## config.mk

```make
export PLATFORM = sky130hd
export DESIGN_NAME = lcd_bus_arbiter
export DESIGN_NICKNAME = d
export VERILOG_FILES = /design/src/rtl/lcd_pkg.sv /design/src/rtl/lcd_nibble_tx.sv /design/src/rtl/lcd_bus_arbiter.sv
export SDC_FILE = /design/constraint.sdc
export NUM_CORES = 1
export LEC_CHECK = 0
export BUFFER_PORTS_ARGS = -buffer_cell sky130_fd_sc_hd__buf_2
export CAP_MARGIN = 20
export CORE_MARGIN = 3
export CORE_UTILIZATION = 57
export DETAILED_ROUTE_END_ITERATION = 8
export PLACE_DENSITY_LB_ADDON = 0.1
export SYNTH_ARGS = -nofsm -noshare
export SYNTH_HDL_FRONTEND = slang
export SYNTH_SLANG_ARGS = --single-unit
```

## constraint.sdc

```tcl
create_clock -name clk -period 6.2 [get_ports clk]
set_input_delay 0.31 -clock clk [delete_from_list [all_inputs] [get_ports clk]]
set_output_delay 0.31 -clock clk [all_outputs]
set_load 0.05 [all_outputs]
```

## src/rtl/lcd_pkg.sv

```systemverilog
// Shared types, HD44780 command constants and command classification for the LCD bus arbiter.
package lcd_pkg;

   typedef enum logic [2:0] {
      ST_PWRUP, ST_INIT, ST_IDLE, ST_HI, ST_LO, ST_WAIT
   } arb_state_e;

   typedef enum logic [1:0] {
      TX_IDLE, TX_SETUP, TX_HIGH, TX_LOW
   } tx_state_e;

   localparam logic [7:0] FUNC_4BIT_2L = 8'h28;
   localparam logic [7:0] DISP_ON      = 8'h0C;
   localparam logic [7:0] CLEAR        = 8'h01;
   localparam logic [7:0] ENTRY_INC    = 8'h06;

   // Clear / return-home class commands need the long execution delay.
   function automatic logic is_long_cmd(input logic rs, input logic [7:0] dat);
      return !rs && (dat[7:2] == 6'd0);
   endfunction

endpackage

```

## src/rtl/lcd_nibble_tx.sv

```systemverilog
// Sends one nibble on the LCD bus: a setup clock, CLK_DIV clocks E high, CLK_DIV clocks E low.
module lcd_nibble_tx import lcd_pkg::*; #(
   parameter int CLK_DIV = 4
) (
   input  logic       clk,
   input  logic       rst_n,
   input  logic       start,
   input  logic       rs_in,
   input  logic [3:0] nib,
   output logic       rs,
   output logic       e,
   output logic [3:0] d,
   output logic       done
);

   localparam int DW = (CLK_DIV > 1) ? $clog2(CLK_DIV) : 1;
   localparam logic [DW-1:0] LAST = DW'(CLK_DIV - 1);

   tx_state_e     st, st_n;
   logic [DW-1:0] cnt, cnt_n;

   always_ff @(posedge clk or negedge rst_n) begin
      if (!rst_n) begin
         st  <= TX_IDLE;
         cnt <= '0;
         rs  <= 1'b0;
         d   <= 4'h0;
      end else begin
         st  <= st_n;
         cnt <= cnt_n;
         if (start && (st == TX_IDLE || done)) begin
            rs <= rs_in;
            d  <= nib;
         end
      end
   end

   // A start during the last E-low clock chains the next nibble with no gap.
   always_comb begin
      st_n  = st;
      cnt_n = cnt;
      case (st)
         TX_IDLE:  if (start) st_n = TX_SETUP;
         TX_SETUP: begin
            st_n  = TX_HIGH;
            cnt_n = '0;
         end
         TX_HIGH:  if (cnt == LAST) begin
            st_n  = TX_LOW;
            cnt_n = '0;
         end else cnt_n = cnt + 1'b1;
         TX_LOW:   if (cnt == LAST) st_n = start ? TX_SETUP : TX_IDLE;
                   else cnt_n = cnt + 1'b1;
         default:  st_n = TX_IDLE;
      endcase
   end

   assign e    = (st == TX_HIGH);
   assign done = (st == TX_LOW) && (cnt == LAST);

endmodule

```

## src/rtl/lcd_bus_arbiter.sv

```systemverilog
// HD44780 4-bit bus owner: power-up init, round-robin arbitration of two byte requesters, timing.
module lcd_bus_arbiter import lcd_pkg::*; #(
   parameter int CLK_DIV    = 4,
   parameter int CMD_WAIT   = 50,
   parameter int LONG_WAIT  = 2000,
   parameter int PWRUP_WAIT = 20000
) (
   input  logic       clk,
   input  logic       rst_n,
   input  logic       req0,
   input  logic       rs0,
   input  logic [7:0] dat0,
   output logic       gnt0,
   input  logic       req1,
   input  logic       rs1,
   input  logic [7:0] dat1,
   output logic       gnt1,
   output logic       busy,
   output logic       init_done,
   output logic       rs,
   output logic       e,
   output logic [3:0] d
);

   localparam int MAXV = (PWRUP_WAIT > LONG_WAIT) ?
                         ((PWRUP_WAIT > CMD_WAIT) ? PWRUP_WAIT : CMD_WAIT) :
                         ((LONG_WAIT > CMD_WAIT) ? LONG_WAIT : CMD_WAIT);
   localparam int CW = $clog2(MAXV + 1);
   localparam logic [CW-1:0] PWRUP_LAST = CW'(PWRUP_WAIT - 1);
   localparam logic [CW-1:0] LONG_LAST  = CW'(LONG_WAIT - 1);
   localparam logic [CW-1:0] CMD_LAST   = CW'(CMD_WAIT - 1);

   arb_state_e    state, state_n;
   logic [CW-1:0] cnt, cnt_n;
   logic [3:0]    idx, idx_n, idx_inc;
   logic          waiting, waiting_n, ptr, ptr_n, done_n, sel;
   logic          lat_rs, lat_rs_n;
   logic [7:0]    lat_dat, lat_dat_n;
   logic          tx_start, tx_rs, tx_done;
   logic [3:0]    tx_nib;
   logic [CW-1:0] byte_last;

   // Init ROM: nibbles 0-3 are the raw 3,3,3,2 wake-up; 4-11 are four full command bytes.
   function automatic logic [7:0] init_byte(input logic [1:0] k);
      case (k)
         2'd0:    return FUNC_4BIT_2L;
         2'd1:    return DISP_ON;
         2'd2:    return CLEAR;
         default: return ENTRY_INC;
      endcase
   endfunction

   function automatic logic [1:0] byte_of(input logic [3:0] i);
      return 2'(i[3:1] - 3'd2);
   endfunction

   function automatic logic [3:0] init_nib(input logic [3:0] i);
      logic [7:0] b;
      b = init_byte(byte_of(i));
      if (i < 4'd3) return 4'h3;
      if (i == 4'd3) return 4'h2;
      return i[0] ? b[3:0] : b[7:4];
   endfunction

   function automatic logic [CW-1:0] init_last(input logic [3:0] i);
      if (i < 4'd3) return LONG_LAST;
      if (i == 4'd3) return CMD_LAST;
      return is_long_cmd(1'b0, init_byte(byte_of(i))) ? LONG_LAST : CMD_LAST;
   endfunction

   assign idx_inc   = idx + 4'd1;
   assign byte_last = is_long_cmd(lat_rs, lat_dat) ? LONG_LAST : CMD_LAST;
   assign busy      = (state != ST_IDLE);

   always_ff @(posedge clk or negedge rst_n) begin
      if (!rst_n) begin
         state     <= ST_PWRUP;
         cnt       <= '0;
         idx       <= 4'd0;
         waiting   <= 1'b0;
         ptr       <= 1'b0;
         lat_rs    <= 1'b0;
         lat_dat   <= 8'h00;
         init_done <= 1'b0;
      end else begin
         state     <= state_n;
         cnt       <= cnt_n;
         idx       <= idx_n;
         waiting   <= waiting_n;
         ptr       <= ptr_n;
         lat_rs    <= lat_rs_n;
         lat_dat   <= lat_dat_n;
         init_done <= done_n;
      end
   end

   always_comb begin
      state_n   = state;
      cnt_n     = cnt;
      idx_n     = idx;
      waiting_n = waiting;
      ptr_n     = ptr;
      lat_rs_n  = lat_rs;
      lat_dat_n = lat_dat;
      done_n    = init_done;
      tx_start  = 1'b0;
      tx_rs     = 1'b0;
      tx_nib    = 4'h0;
      gnt0      = 1'b0;
      gnt1      = 1'b0;
      sel       = (req0 && req1) ? ptr : req1;
      case (state)
         ST_PWRUP: if (cnt == PWRUP_LAST) begin
            state_n   = ST_INIT;
            idx_n     = 4'd0;
            waiting_n = 1'b0;
            tx_start  = 1'b1;
            tx_nib    = init_nib(4'd0);
         end else cnt_n = cnt + 1'b1;
         ST_INIT: if (!waiting) begin
            // First nibble of an init byte chains straight into the second.
            if (tx_done) begin
               if (idx < 4'd4 || idx[0]) begin
                  waiting_n = 1'b1;
                  cnt_n     = '0;
               end else begin
                  idx_n    = idx_inc;
                  tx_start = 1'b1;
                  tx_nib   = init_nib(idx_inc);
               end
            end
         end else if (cnt == init_last(idx)) begin
            if (idx == 4'd11) begin
               state_n = ST_IDLE;
               done_n  = 1'b1;
            end else begin
               idx_n     = idx_inc;
               waiting_n = 1'b0;
               tx_start  = 1'b1;
               tx_nib    = init_nib(idx_inc);
            end
         end else cnt_n = cnt + 1'b1;
         ST_IDLE: if (init_done && (req0 || req1)) begin
            gnt0      = !sel;
            gnt1      = sel;
            ptr_n     = !sel;
            lat_rs_n  = sel ? rs1 : rs0;
            lat_dat_n = sel ? dat1 : dat0;
            tx_start  = 1'b1;
            tx_rs     = lat_rs_n;
            tx_nib    = lat_dat_n[7:4];
            state_n   = ST_HI;
         end
         ST_HI: if (tx_done) begin
            tx_start = 1'b1;
            tx_rs    = lat_rs;
            tx_nib   = lat_dat[3:0];
            state_n  = ST_LO;
         end
         ST_LO: if (tx_done) begin
            state_n = ST_WAIT;
            cnt_n   = '0;
         end
         ST_WAIT: if (cnt == byte_last) state_n = ST_IDLE;
                  else cnt_n = cnt + 1'b1;
         default: state_n = ST_PWRUP;
      endcase
   end

   lcd_nibble_tx #(.CLK_DIV(CLK_DIV)) u_tx (
      .clk   (clk),
      .rst_n (rst_n),
      .start (tx_start),
      .rs_in (tx_rs),
      .nib   (tx_nib),
      .rs    (rs),
      .e     (e),
      .d     (d),
      .done  (tx_done)
   );

endmodule

```

==> results.ini <==
[power_and_ir_drop]
swShare=0.210
p_switching_w=0.000104
p_leak_nw=1.47
internal_power_w=0.000391
cellPowerDensity_mw_per_mm2=154
power.share.sequential=0.566
irDropWorstVdd_v=0.000113
p_comb_frac=0.041
p_total_w=0.000495
clockPowerShare=0.393

[setup_path]
path_cells=or4_4 -> or4_4 -> a21oi_1 -> nand4b_2 -> or2_1 -> o31ai_1
worstReg2RegEnd=cnt[9]$_DFFE_PN0P_
critPathTopFamily=simple AND/OR/NAND/NOR gates
arrival_ns=2.98
crit_path_end_kind=flip-flop
cp_max_fo=17
reg2reg_slack_ns=3.38
critPathKind=flip-flop to flip-flop
worstRegToRegCells=6
cp_common_cell=or4_4
worstPathRequired_ns=6.36
cp_slowest_stage_delay_ns=0.58
r2r_start=cnt[11]$_DFFE_PN0P_
slowest_stage=or4_4
path_buf_inv=0
worst_setup_path_start_kind=flip-flop

[sta]
clock-skew-final_ns=0.00900
slew_headroom=0.336
fin_crit_ns=2.82
period_share=0.455
slew_violations=0
tns_ns=0
whs_ns=-0.0344
finalHoldViolations=19
max_freq_ghz=0.354
rsz0062_at_grt=false
worst_pin_slew_ns=0.989
setup_violations=0

[synthesis]
avgSynthCellArea_um2=9.03
synth_fp_nets=354
synth_area_mm2=0.00292
syn_inst=323
ys.flop_type=dfrtp_1
yosysWarningCount=0
ys_types=69
synth-edff-count=0
ys_ff_latch=43
yosysSeqAreaShare=0.369
synth-async-reset-ratio=1.00

[final_layout]
fillCellCount=412
finalInstanceArea_mm2=0.00322
fin_util=0.665
syn_to_final_growth_pct=10.5
n_antenna_cell=0
fin_nets=381
drive_gt1_frac=0.182

[clock_tree]
numCtsBuffers=5
root_buffer=clkbuf_8
h-tree-depth=2
clock_path_buffers=2
postCtsHoldBufs=0
cts.sinks=43
clk_latency_ns=0.30
cts_setup_buffers=0
post_cts_resized=0
cts_tree=done
path_clk_slew_ns=0.08

[grt]
grt_pass1_vias=2335
grt_max_degree=44
grt_overflow=0
grt_pass1_wl_um=11300
grt_antenna_before_repair=0
gr-usage-all-layers=0.228

[detailed_routing]
vias_per_cell=6.08
drt_first_pass_iters=4
via_count=2540
ant_nets=0
drc=0
wl_per_cell_um=15.7
drt_iter0_drc=219
routed_wl_um=6560

[die]
die_w_um=77.5
fp-row-count=25
start_util=0.602
pin_count=32
die_area_mm2=0.00601
core_mm2=0.00485
fp.dieH_um=77.5

[place]
place_congestion=0.865
io_buffer_count=31
placed_area_mm2=0.00309
place_hpwl_um=4840

[outcome]
outcome=complete, but fails checks
violations=negative hold slack

[flow_run]
max_cap_viol_count=0

[min_path]
hold_path.class=primary input to async pin

logic make-up (layout without fill, tap and decap cells):
| group | after synthesis | count (layout) | share of synthesized area |
|---|---|---|---|
| adders and majority gates | 9 | 9 | 0.0386 |
| DFF | 43 | 43 | 0.369 |
| muxes | 14 | 14 | 0.0519 |
| AOI/OAI and AO/OA | 109 | 109 | 0.263 |
| and+or+nand+nor | 121 | 121 | 0.234 |
| xor gates and xnor gates | 1 | 1 | 0.00300 |
| buffers and inverters | 26 | 54 | 0.0403 |
Yosys cell counts, drive strengths merged, types with 3 or more instances:
cell / count / area (um2)
nand3b: 3 / 22.5
a31oi: 5 / 31.3
clkbuf: 7 / 26.3
or4: 5 / 45.0
mux2: 3 / 41.3
o22ai: 4 / 38.8
a21oi: 10 / 50.1
nor3: 3 / 15.0
nand2b: 4 / 25.0
or3: 3 / 18.8
a21o: 5 / 37.5
inv: 12 / 45.0
o211ai: 3 / 22.5
or2: 4 / 25.0
a2bb2oi: 3 / 26.3
o21bai: 5 / 37.5
o21a: 4 / 31.3
nor4: 5 / 43.8
buf: 7 / 46.3
and2: 6 / 37.5
o41ai: 3 / 26.3
and3: 5 / 31.3
or3b: 3 / 26.3
mux2i: 11 / 110
nand2: 25 / 93.8
nor2b: 4 / 25.0
nand3: 7 / 35.0
o31ai: 12 / 95.1
a211oi: 3 / 22.5
nand4: 7 / 43.8
nor2: 28 / 108
dfrtp: 43 / 1080
o21ai: 35 / 190
ha: 9 / 113
per-layer routing:
| metal | routed length [um] | share of wire | track usage | vias up |
|---|---|---|---|---|
| met5 | 0 | 0 | 0 | - |
| met3 | 274 | 0.042 | 0.0336 | 4 |
| met4 | 40 | 0.0061 | 0.0605 | 0 |
| li1 | - | - | - | 1276 |
| met1 | 3420 | 0.52 | 0.360 | 1200 |
| met2 | 2830 | 0.43 | 0.323 | 60 |
metrics by stage:
stage	instances	setup slack (ns)
finish	418	3.38
global route	418	3.08
CTS	416	3.40
detailed placement	408	3.41
global placement	408	3.46
floorplan	323	3.45
layout by cell type (no fill, tap or decap), drive strengths merged, types with 2 or more instances in the layout:
master	Yosys	layout
o21bai	5	5
a31o	2	2
and2	6	6
nand3	7	7
nor3	3	3
nor2	28	28
clkbuf	7	8
o31ai	12	12
a21oi	10	10
o21ai	35	35
a31oi	5	5
mux2	3	3
o211ai	3	3
mux2i	11	11
ha	9	9
o41ai	3	3
o22ai	4	4
o21a	4	4
or4	5	5
a32o	2	2
a211oi	3	3
or3	3	3
a21o	5	5
nor2b	4	4
and3	5	5
and4	2	2
dfrtp	43	43
nand3b	3	3
a41oi	2	2
buf	7	34
or2	4	4
or4b	2	2
nand2b	4	4
nand2	25	25
a2bb2oi	3	3
or3b	3	3
nor3b	2	2
nor4	5	5
inv	12	12
nand4	7	7
flip-flops by register name, summed over array words and instances (netlist names):
signal     flops
init_done      1
lat_rs         1
ptr            1
waiting        1
u_tx.d         4
cnt           15
u_tx.cnt       2
state          3
u_tx.st        2
lat_dat        8
idx            4
u_tx.rs        1
layout make-up:
class | instances | area, um2 | share of cell area
multi-input cells | 254 | 1720 | 0.535
flip-flops and latches | 43 | 1080 | 0.334
repair buffers | 34 | 195 | 0.0605
clock buffers | 8 | 100 | 0.0310
well taps | 67 | 83.8 | 0.0260
inverters | 12 | 45.0 | 0.0140
power groups by stage:
stage / sequential, W / combinational (W) / clock, W
floorplan: 0.000286 / 0.00000533 / 0
global placement: 0.000286 / 0.0000181 / 0
detailed placement: 0.000286 / 0.0000185 / 0
CTS: 0.000280 / 0.0000185 / 0.000198
global route: 0.000280 / 0.0000230 / 0.000206
finish: 0.000280 / 0.0000201 / 0.000195
worst max-delay path by stage:
stage / start / endpoint / slack [ns] / cells past startpoint
finish: cnt[11]$_DFFE_PN0P_ / cnt[9]$_DFFE_PN0P_ / 3.38 / 6
global placement: cnt[11]$_DFFE_PN0P_ / cnt[6]$_DFFE_PN0P_ / 3.46 / 6
detailed placement: cnt[11]$_DFFE_PN0P_ / cnt[6]$_DFFE_PN0P_ / 3.41 / 6
global route: idx[0]$_DFFE_PN0P_ / cnt[10]$_DFFE_PN0P_ / 3.08 / 7
floorplan: state[0]$_DFFE_PN0P_ / gnt1 / 3.45 / 5
CTS: idx[0]$_DFFE_PN0P_ / cnt[10]$_DFFE_PN0P_ / 3.40 / 7
worst register-to-register path, cell delays in order (launching register included):
cell and delay (ns):
dfrtp_1 0.46, or4_4 0.58, or4_4 0.55, a21oi_1 0.12, nand4b_2 0.31, or2_1 0.52, o31ai_1 0.15
Note: power is estimated with default switching activity, not from simulation.
